`src/rtl/bus_pkg.sv`:
```
// Shared definitions for the narrow/wide bus width converters.
package bus_pkg;

  // Packer FSM encoding.
  typedef enum logic {
    COLLECT = 1'b0,
    WAIT    = 1'b1
  } state_e;

  // Default geometry and the derived helper constants for it.
  localparam int DEF_LOW_DATA_WIDTH = 32;
  localparam int DEF_BRUST_SIZE_LOG = 2;
  localparam int BEATS              = 2 ** DEF_BRUST_SIZE_LOG;
  localparam int HIGH_DATA_WIDTH    = DEF_LOW_DATA_WIDTH * BEATS;

  // Beats per wide word for an arbitrary burst size.
  function automatic int calc_beats(input int brust_size_log);
    return 2 ** brust_size_log;
  endfunction

  // Wide word width for an arbitrary geometry.
  function automatic int calc_high_width(input int low_width, input int brust_size_log);
    return low_width * (2 ** brust_size_log);
  endfunction

  // Observable FSM state; beat_cnt is zero-extended to 8 bits.
  typedef struct packed {
    state_e     state;
    logic [7:0] beat_cnt;
  } dbg_t;

endpackage

```
`src/rtl/low_to_high.sv`:
```
// Narrow-to-wide bus packer: gathers 2**BRUST_SIZE_LOG narrow beats into one
// wide word, first beat in the LSBs.
//
// Handshake (both sides): *_valid is a one-cycle pulse announcing data; the
// consumer answers with a one-cycle *_finish pulse once the data is taken.
// The producer must not send again until the cycle after finish. The last
// narrow beat of a word is only finished once the wide word itself has been
// finished downstream, which is how back-pressure propagates upstream.
module low_to_high
  import bus_pkg::*;
#(
  parameter int LOW_DATA_WIDTH = 32,
  parameter int BRUST_SIZE_LOG = 2
) (
  input  logic                                          clk,
  input  logic                                          rst,
  input  logic [LOW_DATA_WIDTH-1:0]                     low_read_data,
  input  logic                                          low_read_valid,
  output logic                                          low_read_finish,
  output logic [LOW_DATA_WIDTH*(2**BRUST_SIZE_LOG)-1:0] high_write_data,
  output logic                                          high_write_valid,
  input  logic                                          high_write_finish,
  output dbg_t                                          dbg
);

  localparam int N_BEATS = calc_beats(BRUST_SIZE_LOG);
  localparam int W_HIGH  = calc_high_width(LOW_DATA_WIDTH, BRUST_SIZE_LOG);

  state_e                    state_q, state_d;
  logic [BRUST_SIZE_LOG-1:0] beat_cnt_q, beat_cnt_d;
  logic [W_HIGH-1:0]         pack_buf_q, pack_buf_d;
  logic [W_HIGH-1:0]         data_q, data_d;
  logic                      finish_q, finish_d;
  logic                      valid_q, valid_d;
  logic [W_HIGH-1:0]         merged;

  // Registered state, buffers and output pulses.
  always_ff @(posedge clk) begin
    if (rst) begin
      state_q    <= COLLECT;
      beat_cnt_q <= '0;
      pack_buf_q <= '0;
      data_q     <= '0;
      finish_q   <= 1'b0;
      valid_q    <= 1'b0;
    end else begin
      state_q    <= state_d;
      beat_cnt_q <= beat_cnt_d;
      pack_buf_q <= pack_buf_d;
      data_q     <= data_d;
      finish_q   <= finish_d;
      valid_q    <= valid_d;
    end
  end

  // Next-state logic; the incoming beat is merged into the buffer image so the
  // last beat lands in the wide word directly rather than via the stale slice.
  always_comb begin
    state_d    = state_q;
    beat_cnt_d = beat_cnt_q;
    pack_buf_d = pack_buf_q;
    data_d     = data_q;
    finish_d   = 1'b0;
    valid_d    = 1'b0;
    merged     = pack_buf_q;
    merged[int'(beat_cnt_q)*LOW_DATA_WIDTH +: LOW_DATA_WIDTH] = low_read_data;

    unique case (state_q)
      COLLECT: begin
        if (low_read_valid) begin
          pack_buf_d = merged;
          if (&beat_cnt_q) begin
            data_d     = merged;
            valid_d    = 1'b1;
            beat_cnt_d = '0;
            state_d    = WAIT;
          end else begin
            beat_cnt_d = beat_cnt_q + 1'b1;
            finish_d   = 1'b1;
          end
        end
      end
      WAIT: begin
        if (high_write_finish) begin
          finish_d = 1'b1;
          state_d  = COLLECT;
        end
      end
      default: state_d = COLLECT;
    endcase
  end

  assign low_read_finish  = finish_q;
  assign high_write_valid = valid_q;
  assign high_write_data  = data_q;
  assign dbg.state        = state_q;
  assign dbg.beat_cnt     = 8'(beat_cnt_q);

endmodule
```
`config.mk`:
```
export PLATFORM = sky130hd
export DESIGN_NAME = low_to_high
export DESIGN_NICKNAME = d
export VERILOG_FILES = /design/src/rtl/bus_pkg.sv /design/src/rtl/low_to_high.sv
export SDC_FILE = /design/constraint.sdc
export NUM_CORES = 1
export LEC_CHECK = 0
export CAP_MARGIN = 5
export CORE_MARGIN = 2
export CORE_UTILIZATION = 53
export CTS_CLUSTER_SIZE = 28
export DETAILED_ROUTE_END_ITERATION = 8
export GPL_TIMING_DRIVEN = 0
export PLACE_DENSITY = 0.87
export SYNTH_ARGS = -nofsm -noshare
export SYNTH_HDL_FRONTEND = slang
export SYNTH_SLANG_ARGS = --single-unit
```
`constraint.sdc`:
```
create_clock -name clk -period 2.3 [get_ports clk]
set_input_delay 0.46 -clock clk [delete_from_list [all_inputs] [get_ports clk]]
set_output_delay 0.46 -clock clk [all_outputs]
set_load 0.01 [all_outputs]
```
==> results.sh, run 1 <==
export IMPL_layout_nets=1306
export IMPL_min_period_over_period_pct=96.97
export IMPL_holdPathStages=3
export IMPL_power_mw=10.20
export IMPL_cp_common_cell="clkbuf_2"
export IMPL_cp_cell_sequence="inv_1, ha_1, and3b_1, clkbuf_2, clkbuf_2, a311oi_1, nor3_1"
export IMPL_dpl_cell_area_sq_mm=0.01191
export IMPL_cts_buffers_inserted=26
export IMPL_synthFlopType="dfxtp_1"
export IMPL_synth_seq_cells=261
export IMPL_met1_length_mm=12.87
export IMPL_slew_headroom_pct=49.83
export IMPL_timing_final_ws_setup_ns=0.06959
export IMPL_synth_edf_count=0
export IMPL_slew_violations=0
export IMPL_ios=175
export IMPL_core_sq_mm=0.01883
export IMPL_die_h_um=142.8
export IMPL_grt_antenna_before_repair=0
export IMPL_grt_usage_pct=32.00
export IMPL_drtAntennaViolNets=0
export IMPL_setup_viol=0
export IMPL_critPathKind="flip-flop to flip-flop"
export IMPL_wirelength_mm=33.50
export IMPL_final_util_pct=68.53
export IMPL_highest_layer="met4"
export IMPL_start_util_pct=54.23
export IMPL_grt_overflow_total=0
export IMPL_placed_cells=1496
export IMPL_hold_worst_slack_ns=0.2850
export IMPL_drc=0
export IMPL_die_w_um=142.8
export IMPL_tightest_slew_ns=0.7525
export IMPL_io_buffers=135
export IMPL_hold_viol=0
export IMPL_cp_slowest_cell="a311oi_1"
export IMPL_synth_area_top_cells="dfxtp_1 (51%), a22o_1 (7.5%), nor2_1 (6.2%)"
export IMPL_dieArea_sq_mm=0.02039
export IMPL_crit_fanout=13
export IMPL_ys_top_cells_by_count="dfxtp_1 (261), nor2_1 (170), a22o_1 (88)"
export IMPL_vdd_drop_max_mv=0.5520
export IMPL_grt_pass1_wl_mm=51.34
export IMPL_dp_hpwl_mm=22.20
export IMPL_met3_wirelength_mm=3.829
export IMPL_yosysWarnings=0
export IMPL_synthArstFlopShare_pct=0
export IMPL_wl_met2_mm=15.06
export IMPL_row_count=50
export IMPL_vias_per_cell=6.493
export IMPL_synth_area_sq_mm=0.01021
export IMPL_htreeDepth=1
export IMPL_diodes=0
export IMPL_hold_path_class="input port to flip-flop"
export IMPL_synth_top_area_cell="dfxtp_1"
export IMPL_pre_cts_slack_ns=-0.1902
export IMPL_max_freq_mhz=448.3
export IMPL_clk_pin_slew_worst_paths_ns=0.07
export IMPL_cts_root_buf="clkbuf_16"
export IMPL_layout_drive_gt1_share_pct=11.45
export IMPL_cp_end_kind="flip-flop"
export IMPL_cts_tree="yes"
export IMPL_clock_sinks=261
export IMPL_worst_ep_arrival_time_ns=2.62
export IMPL_final_cells=1544
export IMPL_finalCriticalPeriod_ns=2.230
export IMPL_rsz0062_at_grt="true"
export IMPL_max_cap_violations=0
export IMPL_clk_latency_ns=0.54
export IMPL_cts_buffer_depth=3
export IMPL_gp_congestion=0.8972
export IMPL_skew_ns=0.01219
export IMPL_dr_pass1_iters=5
export IMPL_post_cts_buffers=0
export IMPL_wl_per_cell_um=21.69
export IMPL_cp_required_ns=2.69
export IMPL_p_leak_nw=4.716
export IMPL_grt_max_degree=16
export IMPL_design_area_sq_mm=0.01290
export IMPL_synth_cells=1096
export IMPL_status="finished, final reports clean"
export IMPL_ys_seq_area_share_pct=51.17
export IMPL_syn2layout_area_growth_pct=26.38
export IMPL_syn_area_per_cell_sq_um=9.317
export IMPL_start_kind="flip-flop"
export IMPL_powerDensity_mw_per_mm2=790.4
export IMPL_dr_total_vias=10030
export IMPL_r2r_cells=7
export IMPL_crit_path_max_incr_delay_ns=0.44
export IMPL_synth_cell_type_count=32
export IMPL_drtIter0Drc=1358
export IMPL_tns_ns=0
export IMPL_synth_most_common_cell="dfxtp_1"
export IMPL_grt_pass1_vias=9455
export IMPL_synth_top_area_share_pct=51.17
==> area by class of cell <==
class / count / area (sq um)
inverter: 5 / 18.77
fill: 1390 / 5926
clock buffer: 31 / 720.7
multi-input combinational: 683 / 4260
tap: 260 / 325.3
timing repair buffer: 135 / 1351
sequential: 261 / 5230
buffer: 152 / 752.0
clock inverter: 17 / 246.5
==> sequential cells by signal, indices dropped and copies added (netlist names) <==
name / flops
pack_buf_q: 128
state_q: 1
beat_cnt_q: 2
high_write_data: 128
high_write_valid: 1
low_read_finish: 1
==> cells by family after synthesis <==
logic type | share of synthesized area (%)
flip-flops | 51.17
other | 0.03672
AND/OR/NAND/NOR | 16.13
buffers and inverters | 7.462
AO/OA/AOI/OAI | 24.47
adder cells (fa/ha/maj) | 0.7352
==> final timing paths <==
path / slack [ns] / start / endpoint
worst max-delay path: 0.07 / beat_cnt_q[0] / high_write_data[89]
worst min-delay path: 0.29 / low_read_data[8] / high_write_data[40]
worst max register to register: 0.07 / beat_cnt_q[0] / high_write_data[89]
worst min register to register: 0.47 / pack_buf_q[66] / pack_buf_q[66]
==> placed cells by master, fill, tap and decap left out, types with 4 or more instances in the layout <==
cell / instances
dfxtp_1: 259
nor2_1: 170
clkdlybuf4s50_1: 135
a22o_1: 88
nor3_1: 72
a21oi_1: 60
nand3_1: 56
a211oi_1: 56
clkbuf_1: 55
buf_2: 41
a32oi_1: 40
a221oi_1: 40
nor2b_1: 33
clkbuf_2: 32
a311oi_1: 30
clkbuf_16: 27
buf_4: 14
clkinv_2: 7
ha_1: 6
conb_1: 6
bufinv_16: 6
inv_1: 5
buf_1: 5
and4b_1: 4
buf_6: 4
nand3b_1: 4
==> layer usage <==
metal,global-route usage [%],vias up
met2,50.96,746
met5,0,-
met1,42.25,4774
met3,5.533,140
met4,15.58,0
li1,-,4365
==> critical path: cells and delay by family, from the launching register on <==
family,cells,cell delay (ns)
AO/OA/AOI/OAI,1,0.44
buffers and inverters,3,0.53
adder cells (fa/ha/maj),1,0.40
AND/OR/NAND/NOR,2,0.31
flip-flops,1,0.41
==> timing repair <==
item | CTS | global route
resized for setup | 2 | 12
setup endpoints to repair | 128 | 149
hold buffers | 0 | 0
pin swaps | 0 | 0
==> where the power goes <==
part	total [mW]	internal, mW	switching [mW]	leakage, nW
clock network	4.77	2.91	1.86	0.472
logic	0.796	0.225	0.571	2.14
registers	4.63	4.59	0.0453	2.11
No activity file was read; power rests on OpenSTA's default activity.
==> inputs of run 2 (changes only) <==
--- a/config.mk
+++ b/config.mk
@@ -12,6 +12,7 @@
 export DETAILED_ROUTE_END_ITERATION = 8
 export GPL_TIMING_DRIVEN = 0
 export PLACE_DENSITY = 0.87
+export SLEW_MARGIN = 20
 export SYNTH_ARGS = -nofsm -noshare
 export SYNTH_HDL_FRONTEND = slang
 export SYNTH_SLANG_ARGS = --single-unit
==> results of run 2 <==
The final DEF is identical to that of run 1; final timing and power are the same.
